$ cat src/rtl/dmem_pkg.sv
// Shared types and constants for the data-memory access controller.
package dmem_pkg;

  typedef enum logic [2:0] {IDLE, HI, LO, FIN, ACK} state_t;

  localparam int   MEM_AW_DEF = 8;
  localparam logic PORT_CPU   = 1'b0;
  localparam logic PORT_DBG   = 1'b1;

endpackage

$ cat src/rtl/dmem_access_ctrl_arb.sv
// Combinational 2-way picker; round-robin favours the port not served last.
module dmem_rr_arb
  import dmem_pkg::*;
(
  input  logic [1:0] req,
  input  logic       last,
  input  logic       rr_en,
  output logic       grant,
  output logic       valid
);

  always_comb begin
    valid = |req;
    grant = PORT_CPU;
    if (req == 2'b11) grant = rr_en ? ~last : PORT_CPU;
    else if (req[1])  grant = PORT_DBG;
  end

endmodule

$ cat src/rtl/dmem_access_ctrl.sv
// Arbitrates two 16-bit requesters onto a byte-wide synchronous-read memory,
// splitting each access into a big-endian high/low byte pair.
module dmem_access_ctrl
  import dmem_pkg::*;
#(
  parameter int MEM_AW = MEM_AW_DEF,
  parameter bit RR_EN  = 1'b1
) (
  input  logic              clk,
  input  logic              rst,
  input  logic              p0_req,
  input  logic              p0_we,
  input  logic [15:0]       p0_addr,
  input  logic [15:0]       p0_wdata,
  output logic              p0_ack,
  output logic              p0_err,
  output logic [15:0]       p0_rdata,
  input  logic              p1_req,
  input  logic              p1_we,
  input  logic [15:0]       p1_addr,
  input  logic [15:0]       p1_wdata,
  output logic              p1_ack,
  output logic              p1_err,
  output logic [15:0]       p1_rdata,
  output logic              mem_en,
  output logic              mem_we,
  output logic [MEM_AW-1:0] mem_addr,
  output logic [7:0]        mem_wdata,
  input  logic [7:0]        mem_rdata,
  output logic              busy
);

  state_t            state;
  logic              we_q, port_q, last_q;
  logic [MEM_AW-1:0] addr_q;
  logic [15:0]       wdata_q, rdata_q;

  logic              grant, grant_vld;
  logic              sel_we, sel_err;
  logic [15:0]       sel_addr, sel_wdata;

  dmem_rr_arb u_arb (
    .req   ({p1_req, p0_req}),
    .last  (last_q),
    .rr_en (RR_EN),
    .grant (grant),
    .valid (grant_vld)
  );

  always_comb begin
    sel_we    = (grant == PORT_DBG) ? p1_we    : p0_we;
    sel_addr  = (grant == PORT_DBG) ? p1_addr  : p0_addr;
    sel_wdata = (grant == PORT_DBG) ? p1_wdata : p0_wdata;
    sel_err   = (sel_addr >> MEM_AW) != 16'd0;
  end

  assign p0_rdata = rdata_q;
  assign p1_rdata = rdata_q;

  always_ff @(posedge clk or posedge rst) begin
    if (rst) begin
      state     <= IDLE;
      we_q      <= 1'b0;
      port_q    <= PORT_CPU;
      last_q    <= PORT_DBG;
      addr_q    <= '0;
      wdata_q   <= '0;
      rdata_q   <= '0;
      p0_ack    <= 1'b0;
      p1_ack    <= 1'b0;
      p0_err    <= 1'b0;
      p1_err    <= 1'b0;
      mem_en    <= 1'b0;
      mem_we    <= 1'b0;
      mem_addr  <= '0;
      mem_wdata <= '0;
      busy      <= 1'b0;
    end else begin
      p0_ack    <= 1'b0;
      p1_ack    <= 1'b0;
      p0_err    <= 1'b0;
      p1_err    <= 1'b0;
      mem_en    <= 1'b0;
      mem_we    <= 1'b0;
      mem_addr  <= '0;
      mem_wdata <= '0;
      case (state)
        IDLE: begin
          busy <= 1'b0;
          if (grant_vld) begin
            we_q    <= sel_we;
            addr_q  <= sel_addr[MEM_AW-1:0];
            wdata_q <= sel_wdata;
            port_q  <= grant;
            last_q  <= grant;
            busy    <= 1'b1;
            if (sel_err) begin
              // Out-of-range: answer immediately, never touch the memory.
              state  <= ACK;
              p0_ack <= (grant == PORT_CPU);
              p1_ack <= (grant == PORT_DBG);
              p0_err <= (grant == PORT_CPU);
              p1_err <= (grant == PORT_DBG);
            end else begin
              state     <= HI;
              mem_en    <= 1'b1;
              mem_we    <= sel_we;
              mem_addr  <= sel_addr[MEM_AW-1:0];
              mem_wdata <= sel_wdata[15:8];
            end
          end
        end
        HI: begin
          state     <= LO;
          mem_en    <= 1'b1;
          mem_we    <= we_q;
          mem_addr  <= addr_q + MEM_AW'(1);
          mem_wdata <= wdata_q[7:0];
        end
        LO: begin
          if (!we_q) begin
            rdata_q[15:8] <= mem_rdata;
            state         <= FIN;
          end else begin
            state  <= ACK;
            p0_ack <= (port_q == PORT_CPU);
            p1_ack <= (port_q == PORT_DBG);
          end
        end
        FIN: begin
          rdata_q[7:0] <= mem_rdata;
          state        <= ACK;
          p0_ack       <= (port_q == PORT_CPU);
          p1_ack       <= (port_q == PORT_DBG);
        end
        ACK: begin
          state <= IDLE;
          busy  <= 1'b0;
        end
        default: begin
          state <= IDLE;
          busy  <= 1'b0;
        end
      endcase
    end
  end

endmodule

$ cat config.mk
export PLATFORM = sky130hd
export DESIGN_NAME = dmem_access_ctrl
export DESIGN_NICKNAME = d
export VERILOG_FILES = /design/src/rtl/dmem_pkg.sv /design/src/rtl/dmem_access_ctrl_arb.sv /design/src/rtl/dmem_access_ctrl.sv
export SDC_FILE = /design/constraint.sdc
export NUM_CORES = 1
export LEC_CHECK = 0
export BUFFER_PORTS_ARGS = -buffer_cell sky130_fd_sc_hd__buf_2
export CORE_ASPECT_RATIO = 0.75
export CORE_MARGIN = 2
export CORE_UTILIZATION = 42
export CTS_CLUSTER_DIAMETER = 100
export CTS_CLUSTER_SIZE = 20
export DETAILED_ROUTE_END_ITERATION = 8
export PLACE_DENSITY = 0.79
export RECOVER_POWER = 25
export SLEW_MARGIN = 20
export SYNTH_ARGS = -nofsm -noshare
export SYNTH_HDL_FRONTEND = slang
export SYNTH_SLANG_ARGS = --single-unit
export TNS_END_PERCENT = 10
$ cat constraint.sdc
create_clock -name clk -period 2.2 [get_ports clk]
set_clock_uncertainty 0.05 [all_clocks]
set_input_delay 0.55 -clock clk [delete_from_list [all_inputs] [get_ports clk]]
set_output_delay 0.55 -clock clk [all_outputs]
set_load 0.005 [all_outputs]
==> results of run 1 <==
logic make-up (layout without fill, tap and decap cells):
group	after synthesis	count (layout)
and+or+nand+nor	60	60
muxes	24	24
buffers and inverters	28	156
AOI/OAI and AO/OA	57	57
xor gates and xnor gates	6	6
DFF	61	61
adders and majority gates	1	1
cells in the mapped netlist, types with 3 or more instances:
master    count
nor2_1        5
o21ai_1       9
nand3_1       6
and3_1        3
a22oi_1       8
o21ai_0       3
buf_4        16
mux2i_1       8
nand2b_1      3
mux2_2       16
a22o_1       13
nor2b_1       3
dfrtp_1      60
nand2_1      30
a21o_1       11
xnor2_1       5
clkbuf_1      5
buf_2         3
a22o_2        3
or4_1         3
metrics by stage:
stage	utilization	setup TNS [ps]	hold WS (ps)	instance area (µm²)	instances
floorplan	-	0	402	2760	237
global placement	0.545	0	419	3440	432
detailed placement	0.545	-35.8	426	3440	432
CTS	0.574	0	186	3630	446
global route	0.574	0	354	3630	446
finish	0.574	0	332	3630	446
cells in the final DEF, fill, tap and decap left out, types with 2 or more instances in the layout:
master,count
dfrtp_1,60
nor2b_1,3
and3_1,3
a21oi_1,2
or4_1,3
a21o_1,11
mux2i_1,8
buf_2,132
clkbuf_8,13
mux2_2,16
o21ai_0,3
a22o_1,13
or3_4,2
buf_4,7
o21ai_1,8
nand2b_1,3
nand2_1,30
inv_1,2
a22o_2,3
o21bai_1,2
nand3_1,6
a22oi_1,8
and2_1,2
nor2_1,5
xnor2_1,5
power groups by stage:
stage | sequential (mW) | combinational, mW | clock [mW]
floorplan | 1.32 | 0.261 | 0
global placement | 1.33 | 0.407 | 0
detailed placement | 1.34 | 0.424 | 0
CTS | 1.32 | 0.425 | 0.942
global route | 1.33 | 0.467 | 0.999
finish | 1.32 | 0.418 | 0.916
layout make-up:
cell class                      count  share of cell area
Timing Repair Buffer              140               0.202
Multi-Input combinational cell    148               0.296
Clock buffer                       13              0.0493
Inverter                            2             0.00207
Tap cell                           81              0.0279
Sequential cell                    61               0.421
Clock inverter                      1             0.00138
state kept, by name (all words and copies together), names as in the netlist:
signal,flops
p0_err,1
mem_en,1
mem_we,1
state,3
we_q,1
p0_ack,1
busy,1
port_q,1
p1_err,1
p1_ack,1
mem_addr,8
wdata_q,8
p0_rdata,16
addr_q,8
last_q,1
mem_wdata,8
worst min-delay path by stage:
stage | startpoint | endpoint | slack [ps] | cells past startpoint
6_report | rst | port_q$_DFFE_PP0P_ | 330 | 2
5_1_grt | p1_wdata[5] | wdata_q[5]$_DFFE_PP0P_ | 350 | 3
4_1_cts | rst | p0_rdata[6]$_DFFE_PP0N_ | 190 | 2
3_5_place_dp | wdata_q[2]$_DFFE_PP0P_ | mem_wdata[2]$_DFF_PP0_ | 430 | 2
3_3_place_gp | wdata_q[0]$_DFFE_PP0P_ | mem_wdata[0]$_DFF_PP0_ | 420 | 2
2_1_floorplan | port_q$_DFFE_PP0P_ | p0_ack$_DFF_PP0_ | 400 | 1
metal layers:
metal	up-vias	part of all wire	GRT usage
met5	-	0	0
met4	0	0.017	0.0725
met3	11	0.075	0.0639
met2	96	0.49	0.316
met1	1069	0.41	0.242
li1	1073	-	-
worst max-delay path, stage by stage:
cell      delay [ps]
buf_2             90
or4_1            540
or3_4            430
a21boi_4         290
a22o_1           200
==> results.txt, run 1 <==
----------------------------------------------------
[Run status]
  Status ... complete, no violations

[Logic synthesis]
  Library cells used by synthesis ... 38
  Top cell type's share of synthesized area ... 0.544
  Mux contribution to synthesized area ... 0.0942
  YS warnings ... 0
  Simple-gate share of the synthesized area ... 0.108
  Total of flip-flops plus latches after synthesis ... 61
  Post-synthesis net count ... ~320
  Synthesized area per cell ... between 10 and 15 µm²
  Gate Count Post-Synth ... 237
  Leading area contributor after synthesis ... dfrtp_1
  Synth Area in XOR/XNOR ... 0.0190
  Complex-gate fraction of the synthesized area ... 0.159
  Top post-synthesis cells by area ... dfrtp_1, mux2_2, buf_4
  EDFF count, synth ... 0
  Sequential cell area fraction in the yosys report ... 0.553
  Post-synthesis share of cell area spent on full adders, half adders and majority gates ... 0.00453
  Ys async rst share ... 1.00
  Dominant combinational cell family by area after synthesis ... compound AO/OA/AOI/OAI gates
  Cell area after technology mapping ... roughly 2800 µm²
  Main flop type after synthesis ... dfrtp_1

[Clock network]
  Clock Root Buffer ... clkbuf_8
  Clock transition at the register clock pins on the worst setup and hold paths after CTS ... ~70 ps
  Worst-case clock buffer depth ... 2
  Sink count of the clock tree ... slightly above 60
  Latest clock arrival within the worst-skew pair ... ~330 ps
  # resized after CTS ... 0
  Maximum level of the CTS H-tree ... 3
  Setup Fix Bufs, Post-CTS ... 0
  Clock tree from TritonCTS ... yes
  Number of hold-repair buffers added at the cts stage ... 0
  Number of buffers created by CTS ... 9

[Power]
  Fraction of power spent switching nets ... 0.259
  Peak supply drop ... 0.419 mV
  Logic pwr share ... 0.157
  Power after layout ... 2.66 mW
  Clk pwr share ... 0.345
  Switching component of the power ... 688 µW
  Portion of total power attributed to sequential cells ... 0.498
  Power per standard cell area ... 732 nW/µm²
  Leakage ... about 2.0 nW
  Internal portion of total power ... 1.97 mW

[Critical path]
  Start point of the critical path ... p0_addr[12]
  Required time of the critical path ... 2420 ps
  Critical path peak fanout ... 9
  Slack of the worst reg-to-reg path ... ~340 ps
  Capturing point of the worst reg2reg path ... mem_wdata[3]$_DFF_PP0_
  Depth of the worst register-to-register path ... 4
  Kind of launch point of the worst setup path ... input port
  Setup Crit Path Kind ... input port to flip-flop
  End point of the critical path ... mem_addr[3]$_DFF_PP0_
  FF-to-FF Start ... state[0]$_DFFE_PP0P_
  Arr. time, crit path ... approximately 2100 ps
  Critical path capture point type ... flip-flop

[Timing]
  Max frequency ... between 500 and 600 MHz
  Final-report hold violation count ... 0
  Post-layout worst setup margin ... between 300 and 400 ps
  Tcrit/Tclk final ... 0.856
  Slew headroom ... 0.303
  Shortest period the worst path allows ... between 1500 and 2000 ps
  Setup repair after global routing missed its margin ... false
  Endpoints failing setup ... 0
  Count of final max-slew check failures ... 0
  Slew at the pin with the worst max-slew slack ... around 1000 ps

[Detailed routing]
  Number of nets with antenna violations after detailed routing ... 0
  Routed via count divided by cell count ... just over 5
  Post-detailed-routing wire length ... roughly 6.7 mm
  Total via count in the routed design ... between 2k and 2.5k
  Post-DR wirelength/cell ... 14.9 µm
  DR pass1 iterations ... 5
  DRC violation total after the first TritonRoute iteration ... approximately 110
  Post-detailed-route DRC marker count ... 0

[Final layout]
  Number of nets in the finished design ... 441
  Area taken by flip-flops and latches ... ~1500 µm²
  Layout fillers ... 571
  Footprint of the multi-input gates ... approximately 1100 µm²
  Area growth, synth to finish ... 31.4%
  Fraction of final layout cells with drive strength greater than 1 ... 0.499
  Number of antenna diodes ... 0

[Die]
  Die span in x ... approximately 100 µm
  Core Rows ... 25
  Die Area ... approximately 7200 µm²
  Area inside the core boundary ... about 6300 µm²
  # IOs ... about 130
  Initial core utilization ... 0.437
  Die boundary height ... roughly 74 µm

[Global routing]
  Global route overflow ... 0
  GR Util All Layers ... 0.192
  Largest net degree at the start of global routing ... just over 40
  Via count of the first global-routing pass ... around 2.2k
  Global-route wire length before repair ... about 11 mm
  Antenna violations before repair ... 0

[Placement]
  Minimum setup slack after placement ... -9.64 ps
  HPWL after detailed placement ... ~5 mm
  RePlAce Congestion ... about 0.9
  Port Buffers ... about 130

[Job]
  Max-cap violations ... 0

[Hold path]
  Min-Delay Path Class ... input port to asynchronous set/reset pin

----------------------------------------------------
(Power assumes the default switching activity.)
==> run 2: changes to the inputs <==
--- a/config.mk
+++ b/config.mk
@@ -8,11 +8,11 @@
 export BUFFER_PORTS_ARGS = -buffer_cell sky130_fd_sc_hd__buf_2
 export CORE_ASPECT_RATIO = 0.75
 export CORE_MARGIN = 2
-export CORE_UTILIZATION = 42
+export CORE_UTILIZATION = 45
 export CTS_CLUSTER_DIAMETER = 100
 export CTS_CLUSTER_SIZE = 20
 export DETAILED_ROUTE_END_ITERATION = 8
-export PLACE_DENSITY = 0.79
+export PLACE_DENSITY = 0.8
 export RECOVER_POWER = 25
 export SLEW_MARGIN = 20
 export SYNTH_ARGS = -nofsm -noshare
==> constraint.sdc (replaced) <==
create_clock -name clk -period 2 [get_ports clk]
set_clock_uncertainty 0.05 [all_clocks]
set_input_delay 0.5 -clock clk [delete_from_list [all_inputs] [get_ports clk]]
set_output_delay 0.5 -clock clk [all_outputs]
set_load 0.005 [all_outputs]
==> results.txt, run 2 (synthesis results as in run 1) <==
----------------------------------------------------
[Final layout]
  Final instance count without filler cells ... 450 (+0.90%)
  Fraction of final layout cells with drive strength greater than 1 ... 0.505 (+0.00675)
  Layout fillers ... 521 (-8.8%)
  Footprint of the multi-input gates ... 1070 µm² (unchanged)
  Post-layout instance area ... 3660 µm² (+0.86%)
  Number of antenna diodes ... 0 (unchanged)
  Area taken by flip-flops and latches ... 1530 µm² (unchanged)
  Most common cell after layout, fill and taps aside ... buf_2
  Number of flip-flops under the largest register name ... 16 (unchanged)
  Number of nets in the finished design ... 446 (+1.1%)
  Utilization of the core after routing ... 0.625 (+0.0507)
  Most frequent cells in the layout ... buf_2, dfrtp_1, nand2_1, mux2_2, a22o_1
  Area growth, synth to finish ... 32.5%

[Detailed routing]
  DRC violation total after the first TritonRoute iteration ... 72 (-32%)
  Post-detailed-route DRC marker count ... 0 (unchanged)
  Post-DR wirelength/cell ... 15.2 µm (+2.1%)
  Routed via count divided by cell count ... 5.18 (+2.8%)
  Post-detailed-routing wire length ... 6.86 mm (+3.1%)
  DR pass1 iterations ... 4 (-1)
  Number of nets with antenna violations after detailed routing ... 0 (unchanged)
  Total via count in the routed design ... 2,333 (+3.7%)

[Timing]
  Slew headroom ... 0.428 (+0.125)
  Final-report hold violation count ... 0 (unchanged)
  Setup repair after global routing missed its margin ... false
  Tcrit/Tclk final ... 0.933
  Shortest period the worst path allows ... around 1900 ps
  Setup Total Neg Slack ... 0 ps (unchanged)
  Slew at the pin with the worst max-slew slack ... 853 ps (-192 ps)
  Endpoints failing setup ... 0 (unchanged)
  Max frequency ... ~540 MHz
  Count of final max-slew check failures ... 0 (unchanged)

[Power]
  Clk pwr share ... 0.360 (+0.015)
  Switching component of the power ... 798 µW (+16%)
  Power per standard cell area ... 819 nW/µm² (+12%)
  Internal portion of total power ... 2.20 mW (+12%)
  Peak supply drop ... 0.405 mV (-3.5%)
  Power after layout ... 3.00 mW (+13%)
  Logic pwr share ... 0.156 (about the same)
  Leakage ... 2.04 nW (+0.24%)
  Portion of total power attributed to sequential cells ... 0.484 (-0.014)
  Fraction of power spent switching nets ... 0.266 (+0.00714)

[Clock network]
  Clock Root Buffer ... clkbuf_8
  Latest clock arrival within the worst-skew pair ... 340 ps (about the same)
  Clock transition at the register clock pins on the worst setup and hold paths after CTS ... 70 ps (about the same)
  # resized after CTS ... 0 (unchanged)
  Maximum level of the CTS H-tree ... 3 (unchanged)
  Number of hold-repair buffers added at the cts stage ... 0 (unchanged)
  Clock tree from TritonCTS ... yes
  Number of buffers created by CTS ... 9 (unchanged)
  Worst-case clock buffer depth ... 2 (unchanged)
  Sink count of the clock tree ... 61 (unchanged)
  Setup Fix Bufs, Post-CTS ... 0 (unchanged)

[Hold path]
  Min-Delay Path Class ... input port to asynchronous set/reset pin

[Die]
  Area inside the core boundary ... 5860 µm² (-7.3%)
  Die boundary height ... 71.8 µm (-3.2%)
  Die span in x ... 94.5 µm (-3.3%)
  Die Area ... 6790 µm² (-6.4%)
  Initial core utilization ... 0.472 (+0.0346)
  # IOs ... 133 (unchanged)
  Core Rows ... 24 (-4.0%)

[Critical path]
  Setup Crit Path Kind ... flip-flop to flip-flop
  Top cell family by delay on the critical path ... simple AND/OR/NAND/NOR gates
  Critical path peak fanout ... 6 (-3)
  Required time of the critical path ... 2210 ps (-210 ps)
  Kind of launch point of the worst setup path ... flip-flop
  Buffer and inverter count on the worst path ... 1 (unchanged)
  Highest cell delay on the worst timing path ... 410 ps (-130 ps)
  Critical path capture point type ... flip-flop
  Cell with the largest stage delay on the worst path ... dfrtp_1
  Cell-by-cell trace of the critical path ... nor3_1 > and3_1 > buf_4 > nor2b_1 > o21bai_1
  Arr. time, crit path ... 2080 ps (-30 ps)

[Global routing]
  Global route overflow ... 0 (unchanged)
  Antenna violations before repair ... 0 (unchanged)
  Largest net degree at the start of global routing ... 26 (-37%)
  Global-route wire length before repair ... 10.9 mm (+2.5%)
  GR Util All Layers ... 0.217 (+0.0242)
  Via count of the first global-routing pass ... 2,297 (+4.8%)

[Placement]
  RePlAce Congestion ... 0.872 (-2.8%)
  HPWL after detailed placement ... 5.23 mm (+4.5%)
  Count of placed standard cells including taps ... 434 (+0.46%)
  Port Buffers ... 132 (unchanged)
  Area of placed instances ... 3480 µm² (+1.1%)

[Run status]
  Status ... complete, no violations

[Job]
  Max-cap violations ... 0 (unchanged)

----------------------------------------------------
## run 2: cell types whose count changed in the layout (fill, tap and decap cells not counted), sizes merged
cell      before  now
clkinvlp       0    4
buf          140  142
bufinv         0    1
clkinv         1    2
inv            2    1
## run 2: cell type report
class	instances	area share
Clock inverter	6	0.0171
Timing Repair Buffer	145	0.205
Multi-Input combinational cell	148	0.293
Tap cell	78	0.0267
Clock buffer	10	0.0376
Sequential cell	61	0.418
Inverter	2	0.00239
## run 2: worst paths after layout
kind	slack [ps]	from	cells past startpoint	to
setup / recovery	130	state[1]$_DFFE_PP0P_	5	p0_ack$_DFF_PP0_
max in group asynchronous	650	rst	3	mem_wdata[4]$_DFF_PP0_
min in group clk	300	p1_wdata[2]	3	wdata_q[2]$_DFFE_PP0P_
setup reg to reg	130	state[1]$_DFFE_PP0P_	5	p0_ack$_DFF_PP0_
hold reg to reg	450	addr_q[7]$_DFFE_PP0P_	1	addr_q[7]$_DFFE_PP0P_
hold / removal	210	rst	2	p0_ack$_DFF_PP0_
## run 2: power groups by stage
| stage | Combinational [mW] | Clock [mW] | Sequential (mW) |
|---|---|---|---|
| 2_1_floorplan | 0.287 | 0 | 1.45 |
| 3_3_place_gp | 0.461 | 0 | 1.47 |
| 3_5_place_dp | 0.477 | 0 | 1.47 |
| 4_1_cts | 0.479 | 1.10 | 1.45 |
| 5_1_grt | 0.520 | 1.16 | 1.47 |
| 6_report | 0.467 | 1.08 | 1.45 |
## run 2: through the flow
| stage | worst slack (ps) | hold WS, ps |
|---|---|---|
| floorplan | 58.0 | 402 |
| global placement | -164 | 422 |
| detailed placement | -186 | 431 |
| CTS | 101 | 118 |
| global route | 4.27 | 279 |
| finish | 135 | 206 |
## run 2: worst register-to-register path: cells and delay by family, from the launching register on
kind | cells | cell delay [ps]
AOI/OAI and AO/OA | 1 | 150
buffers and inverters | 1 | 200
DFF | 1 | 410
and+or+nand+nor | 3 | 980
## run 2: layer usage
layer	wire length [µm]	global-route usage
met5	0	0
met3	586	0.0694
met2	3330	0.361
met1	2800	0.258
met4	134	0.0982
